[config.mk]
export PLATFORM = sky130hd
export DESIGN_NAME = muldiv_unit
export DESIGN_NICKNAME = d
export VERILOG_FILES = /design/src/rtl/muldiv_pkg.sv /design/src/rtl/muldiv_unit_cond_negate.sv /design/src/rtl/muldiv_unit.sv
export SDC_FILE = /design/constraint.sdc
export NUM_CORES = 1
export LEC_CHECK = 0
export ABC_CLOCK_PERIOD_IN_PS = 5300
export CORE_AREA = 5 5 183 150
export DETAILED_ROUTE_END_ITERATION = 10
export DIE_AREA = 0 0 188 155
export DONT_BUFFER_PORTS = 1
export PLACE_DENSITY = 0.74
export SYNTH_ARGS = -nofsm -noshare
export SYNTH_HDL_FRONTEND = slang
export SYNTH_SLANG_ARGS = --single-unit
[constraint.sdc]
create_clock -name clock -period 5.3 [get_ports clock]
set_clock_uncertainty 0.2 [all_clocks]
set_input_delay 1.06 -clock clock [delete_from_list [all_inputs] [get_ports clock]]
set_output_delay 1.06 -clock clock [all_outputs]
set_load 0.03 [all_outputs]
[src/rtl/muldiv_pkg.sv]
// Shared types and constants for the iterative multiply/divide unit.
package muldiv_pkg;

  localparam int unsigned MULDIV_WIDTH = 32;

  typedef enum logic [1:0] {
    OP_MULT  = 2'b00,
    OP_MULTU = 2'b01,
    OP_DIV   = 2'b10,
    OP_DIVU  = 2'b11
  } op_e;

  typedef enum logic [1:0] {
    ST_IDLE = 2'd0,
    ST_CALC = 2'd1,
    ST_FIX  = 2'd2,
    ST_DONE = 2'd3
  } state_e;

  function automatic logic op_is_signed(input op_e op_v);
    return (op_v == OP_MULT) || (op_v == OP_DIV);
  endfunction

  function automatic logic op_is_div(input op_e op_v);
    return (op_v == OP_DIV) || (op_v == OP_DIVU);
  endfunction

endpackage

[src/rtl/muldiv_unit_cond_negate.sv]
// Conditional two's-complement negation, used for operand magnitudes and result signs.
module cond_negate #(
  parameter int unsigned W = 32
) (
  input  logic [W-1:0] a_i,
  input  logic         neg_i,
  output logic [W-1:0] y_o
);

  assign y_o = neg_i ? (~a_i + W'(1)) : a_i;

endmodule

[src/rtl/muldiv_unit.sv]
// Radix-2 sequential multiplier/divider sharing one adder and one set of shift registers.
//   state   | meaning
//   IDLE    | waiting for start
//   CALC    | one shift-add / shift-subtract step per cycle, N cycles
//   FIX     | sign correction, result written to hi/lo
//   DONE    | done pulse; start here begins the next operation
module muldiv_unit
  import muldiv_pkg::*;
#(
  parameter int unsigned N = MULDIV_WIDTH
) (
  input  logic         clock,
  input  logic         reset,
  input  logic         start,
  input  logic [1:0]   op,
  input  logic [N-1:0] A,
  input  logic [N-1:0] B,
  output logic         busy,
  output logic         done,
  output logic [N-1:0] hi,
  output logic [N-1:0] lo
);

  localparam int unsigned CW = $clog2(N + 1);

  state_e        state_q, state_d;
  logic [CW-1:0] cnt_q, cnt_d;
  logic          is_div_q, is_div_d;
  logic          neg_res_q, neg_res_d;
  logic          neg_rem_q, neg_rem_d;
  logic [N-1:0]  acc_q, acc_d;
  logic [N-1:0]  sreg_q, sreg_d;
  logic [N-1:0]  mcand_q, mcand_d;
  logic [N-1:0]  hi_q, hi_d;
  logic [N-1:0]  lo_q, lo_d;

  op_e          op_in;
  logic         sgn_in, sign_a, sign_b, b_zero;
  logic [N-1:0] abs_a, abs_b;

  assign op_in  = op_e'(op);
  assign sgn_in = op_is_signed(op_in);
  assign sign_a = sgn_in & A[N-1];
  assign sign_b = sgn_in & B[N-1];
  assign b_zero = (B == '0);

  cond_negate #(.W(N)) u_abs_a (.a_i(A), .neg_i(sign_a), .y_o(abs_a));
  cond_negate #(.W(N)) u_abs_b (.a_i(B), .neg_i(sign_b), .y_o(abs_b));

  // Single adder: multiply adds the multiplicand, divide subtracts the divisor (carry-out = no borrow).
  logic [N:0]   shifted, add_a, add_b, mult_t;
  logic [N+1:0] add_res;
  logic         no_borrow;

  assign shifted   = {acc_q, sreg_q[N-1]};
  assign add_a     = is_div_q ? shifted : {1'b0, acc_q};
  assign add_b     = is_div_q ? ~{1'b0, mcand_q} : {1'b0, mcand_q};
  assign add_res   = {1'b0, add_a} + {1'b0, add_b} + {{(N+1){1'b0}}, is_div_q};
  assign no_borrow = add_res[N+1];
  assign mult_t    = sreg_q[0] ? add_res[N:0] : {1'b0, acc_q};

  logic [2*N-1:0] prod_fix;
  logic [N-1:0]   quo_fix, rem_fix;

  cond_negate #(.W(2*N)) u_fix_prod (.a_i({acc_q, sreg_q}), .neg_i(neg_res_q), .y_o(prod_fix));
  cond_negate #(.W(N))   u_fix_quo  (.a_i(sreg_q),          .neg_i(neg_res_q), .y_o(quo_fix));
  cond_negate #(.W(N))   u_fix_rem  (.a_i(acc_q),           .neg_i(neg_rem_q), .y_o(rem_fix));

  always_comb begin
    state_d   = state_q;
    cnt_d     = cnt_q;
    is_div_d  = is_div_q;
    neg_res_d = neg_res_q;
    neg_rem_d = neg_rem_q;
    acc_d     = acc_q;
    sreg_d    = sreg_q;
    mcand_d   = mcand_q;
    hi_d      = hi_q;
    lo_d      = lo_q;
    case (state_q)
      ST_IDLE, ST_DONE: begin
        if (start) begin
          state_d  = ST_CALC;
          cnt_d    = CW'(N);
          is_div_d = op_is_div(op_in);
          acc_d    = '0;
          if (op_is_div(op_in)) begin
            sreg_d    = abs_a;
            mcand_d   = abs_b;
            // Divide by zero keeps the all-ones quotient unsigned.
            neg_res_d = (sign_a ^ sign_b) & ~b_zero;
            neg_rem_d = sign_a;
          end else begin
            sreg_d    = abs_b;
            mcand_d   = abs_a;
            neg_res_d = sign_a ^ sign_b;
            neg_rem_d = 1'b0;
          end
        end else if (state_q == ST_DONE) begin
          state_d = ST_IDLE;
        end
      end
      ST_CALC: begin
        if (is_div_q) begin
          acc_d  = no_borrow ? add_res[N-1:0] : shifted[N-1:0];
          sreg_d = {sreg_q[N-2:0], no_borrow};
        end else begin
          acc_d  = mult_t[N:1];
          sreg_d = {mult_t[0], sreg_q[N-1:1]};
        end
        cnt_d = cnt_q - CW'(1);
        if (cnt_q == CW'(1)) state_d = ST_FIX;
      end
      ST_FIX: begin
        state_d = ST_DONE;
        if (is_div_q) begin
          hi_d = rem_fix;
          lo_d = quo_fix;
        end else begin
          {hi_d, lo_d} = prod_fix;
        end
      end
      default: state_d = ST_IDLE;
    endcase
  end

  always_ff @(posedge clock) begin
    if (!reset) begin
      state_q   <= ST_IDLE;
      cnt_q     <= '0;
      is_div_q  <= 1'b0;
      neg_res_q <= 1'b0;
      neg_rem_q <= 1'b0;
      acc_q     <= '0;
      sreg_q    <= '0;
      mcand_q   <= '0;
      hi_q      <= '0;
      lo_q      <= '0;
    end else begin
      state_q   <= state_d;
      cnt_q     <= cnt_d;
      is_div_q  <= is_div_d;
      neg_res_q <= neg_res_d;
      neg_rem_q <= neg_rem_d;
      acc_q     <= acc_d;
      sreg_q    <= sreg_d;
      mcand_q   <= mcand_d;
      hi_q      <= hi_d;
      lo_q      <= lo_d;
    end
  end

  assign busy = (state_q == ST_CALC) || (state_q == ST_FIX);
  assign done = (state_q == ST_DONE);
  assign hi   = hi_q;
  assign lo   = lo_q;

endmodule

==> run metrics <==
startpoint types=flip-flop; Seq/Total Area, Yosys=24.87%; critical path launch point=is_div_q; proportion of netlist area held by the largest area contributor=24.87%; highest ir drop seen on vdd=0.0003324 V; top cell type by total area after synthesis=sky130_fd_sc_hd__dfxtp_1; cells on worst reg2reg path=11; maximum clock frequency=214.0 MHz; die area=0.02914 mm²; terminating pin of the worst hold path=mcand_q[21]; status=finished clean; synth-to-layout area growth=5.383%; final hold violation count=0; signal arrival time at the worst endpoint=4.81 ns; LEAKAGE=0.005601 µW; share of synthesized flip-flops with an asynchronous set or reset=0%; count of endpoints failing setup in the final report=0; Resize count post-CTS=0; total number of vias=13430; horizontal die dimension=188 µm; initial antenna violation count=0; clock buffers created by TritonCTS=17; Routed WL per cell=21.43 µm; post-route worst hold slack=0.2732 ns; class of the worst hold path=reg -> reg; drt total wl=44120 µm; via count of the first global-routing pass=12020; register area=0.003427 mm²; count leader, synth=sky130_fd_sc_hd__nor2_1; worst-case clock buffer depth=2; worst hold path startpoint=mcand_q[21]; category of the worst setup path capture point=flip-flop; Post-synth top cells=183 x sky130_fd_sc_hd__nor2_1, 171 x sky130_fd_sc_hd__dfxtp_1, 167 x sky130_fd_sc_hd__a21oi_1, 156 x sky130_fd_sc_hd__nand2_1, 137 x sky130_fd_sc_hd__clkbuf_1; setup repair after global routing missed its margin=false; leading register cell type out of synthesis=sky130_fd_sc_hd__dfxtp_1; buffer type at the clock tree root=sky130_fd_sc_hd__clkbuf_16; headroom to the max-slew limit=20.98%; worst-case register-to-register setup slack=0.63 ns; Fin Setup TNS=0 ns; # port buffers=0; HPWL after DPL=33160 µm; Initial Util=53.76%; register bit total from synthesis=171; largest fanout on the critical path=56; post-synthesis average cell area=7.528 µm²; CTS Hold Buffers Added=0; required arrival time at the worst endpoint=5.44 ns; reg-to-reg startpoint=is_div_q; count of buffers added by post-CTS timing repair for setup=0; Worst Tran Pin Value=1.183 ns; synthesized cell area=0.01376 mm²; Die H=155 µm; fraction of layout cells with a size suffix above 1=8.213%; final max-slew violation count=0; Reg clk slew, reported paths=0.07 ns; gate count after technology mapping=1828; IO Pins=135; post-route minimum period=4.674 ns; crit path kind=reg -> reg; first-pass GRT wire length=68480 µm; count of H-tree levels built during CTS=4; layout net count=1826; Core Region=0.02560 mm²; max cap viols=0; number of diodes=0; Overflow after GRT=0; instance count along the most critical hold path=2; gr usage total=29.01%; GP Congestion=1.016; largest cells by area after synthesis=sky130_fd_sc_hd__dfxtp_1 25%, sky130_fd_sc_hd__xor2_1 7.1%, sky130_fd_sc_hd__a21oi_1 6.1%; residual DRC count=0; multi-input logic area=0.009573 mm²; nets in the synthesized netlist=1938; worst reg2reg path endpoint=acc_q[22]; clock tree from TritonCTS=done; distinct cell type count of the synthesized netlist=75; number of vias per cell after detailed routing=6.521; number of synthesized flops with an enable pin=0; source-to-sink clock delay at the later pin of the worst-skew pair=0.44 ns; count of filler cells inserted in the layout=2415; First DRT Iteration DRCs=1646; num rows=53; number of clock sinks seen by CTS=171; first-pass iteration count of the detailed router=6; P per Cell Area=482.9 mW/mm²; final cycle utilization of the critical path=88.18%; pin count of the biggest net entering global routing=70; warning count from the yosys run=0; remaining antenna violation count=0
## report_power, final
group	leakage, µW	total [µW]	internal [µW]	switching (µW)
sequential	0.00140	2320	1620	701
clock	0.000309	1390	770	619
combinational	0.00389	3290	1200	2100
## worst max path at each step
stage | end | slack (ns) | cells past startpoint
2_1_floorplan | acc_q[29] | 0.43 | 15
3_5_place_dp | acc_q[22] | 0.72 | 11
5_1_grt | acc_q[22] | 0.39 | 11
4_1_cts | acc_q[22] | 0.69 | 11
6_report | acc_q[22] | 0.63 | 11
3_3_place_gp | acc_q[22] | 0.90 | 12
## final cells by class
cell class,instances,area share [%]
clock inverter,15,1.536
timing repair buffer,32,1.829
multi-input combinational,1447,66.01
tap,330,2.847
inverter,47,1.216
clock buffer,17,2.933
sequential,171,23.63
## cells by family after synthesis
group / count (synthesis) / share of synthesized area (%)
compound gates: 562 / 26.48
simple gates: 547 / 18.57
buf+inv: 210 / 5.837
xor+xnor: 178 / 11.33
flops: 171 / 24.87
mux: 119 / 9.119
fa+ha+maj: 41 / 3.782
## placed cells by master, fill, tap and decap left out, types with 28 or more instances in the layout
master,netlist,final
sky130_fd_sc_hd__a211oi_1,71,70
sky130_fd_sc_hd__a21oi_1,167,166
sky130_fd_sc_hd__buf_4,0,30
sky130_fd_sc_hd__dfxtp_1,171,170
sky130_fd_sc_hd__ha_1,40,39
sky130_fd_sc_hd__inv_1,45,44
sky130_fd_sc_hd__mux2_2,51,51
sky130_fd_sc_hd__mux2i_1,68,68
sky130_fd_sc_hd__nand2_1,156,156
sky130_fd_sc_hd__nand3_1,32,32
sky130_fd_sc_hd__nor2_1,183,181
sky130_fd_sc_hd__nor3_1,47,47
sky130_fd_sc_hd__o211ai_1,28,28
sky130_fd_sc_hd__o21ai_0,117,116
sky130_fd_sc_hd__o31ai_1,28,28
sky130_fd_sc_hd__xnor2_1,67,67
sky130_fd_sc_hd__xor2_1,111,111
## per-layer routing
| layer | global-route usage [%] | part of all wire [%] |
|---|---|---|
| met5 | 0 | 0 |
| met4 | 6.744 | 1.9 |
| met1 | 44.15 | 45 |
| met2 | 39.45 | 40 |
| met3 | 9.062 | 13 |
## critical path: stages, from the launching register on
cell and delay (ns):
sky130_fd_sc_hd__dfxtp_4 0.78, sky130_fd_sc_hd__buf_4 0.34, sky130_fd_sc_hd__xor2_1 0.20, sky130_fd_sc_hd__ha_1 0.34
sky130_fd_sc_hd__a21oi_1 0.23, sky130_fd_sc_hd__o22ai_1 0.14, sky130_fd_sc_hd__o311ai_0 0.71, sky130_fd_sc_hd__a21oi_1 0.28
sky130_fd_sc_hd__a221oi_2 0.64, sky130_fd_sc_hd__xor2_1 0.28, sky130_fd_sc_hd__o211ai_1 0.11, sky130_fd_sc_hd__a32o_1 0.30
## state kept, by name (all words and copies together), names as in the netlist
name	count
cnt_q	6
hi	32
mcand_q	32
is_div_q	1
neg_rem_q	1
state_q	2
neg_res_q	1
acc_q	32
lo	32
sreg_q	32
## stage by stage
stage          util, %  area (µm²)  total power (µW)  setup slack, ns  cells
6_report         56.66       14500              7003           0.6263   2059
5_1_grt          56.66       14500              7420           0.3881   2059
4_1_cts          56.66       14500              6922           0.6912   2059
3_5_place_dp     54.13       13850              5530           0.7244   2027
3_3_place_gp     54.13       13850              5482           0.8977   2027
2_1_floorplan        -       13760              4649           0.4267   1828
Note: power is estimated with default switching activity, not from simulation.
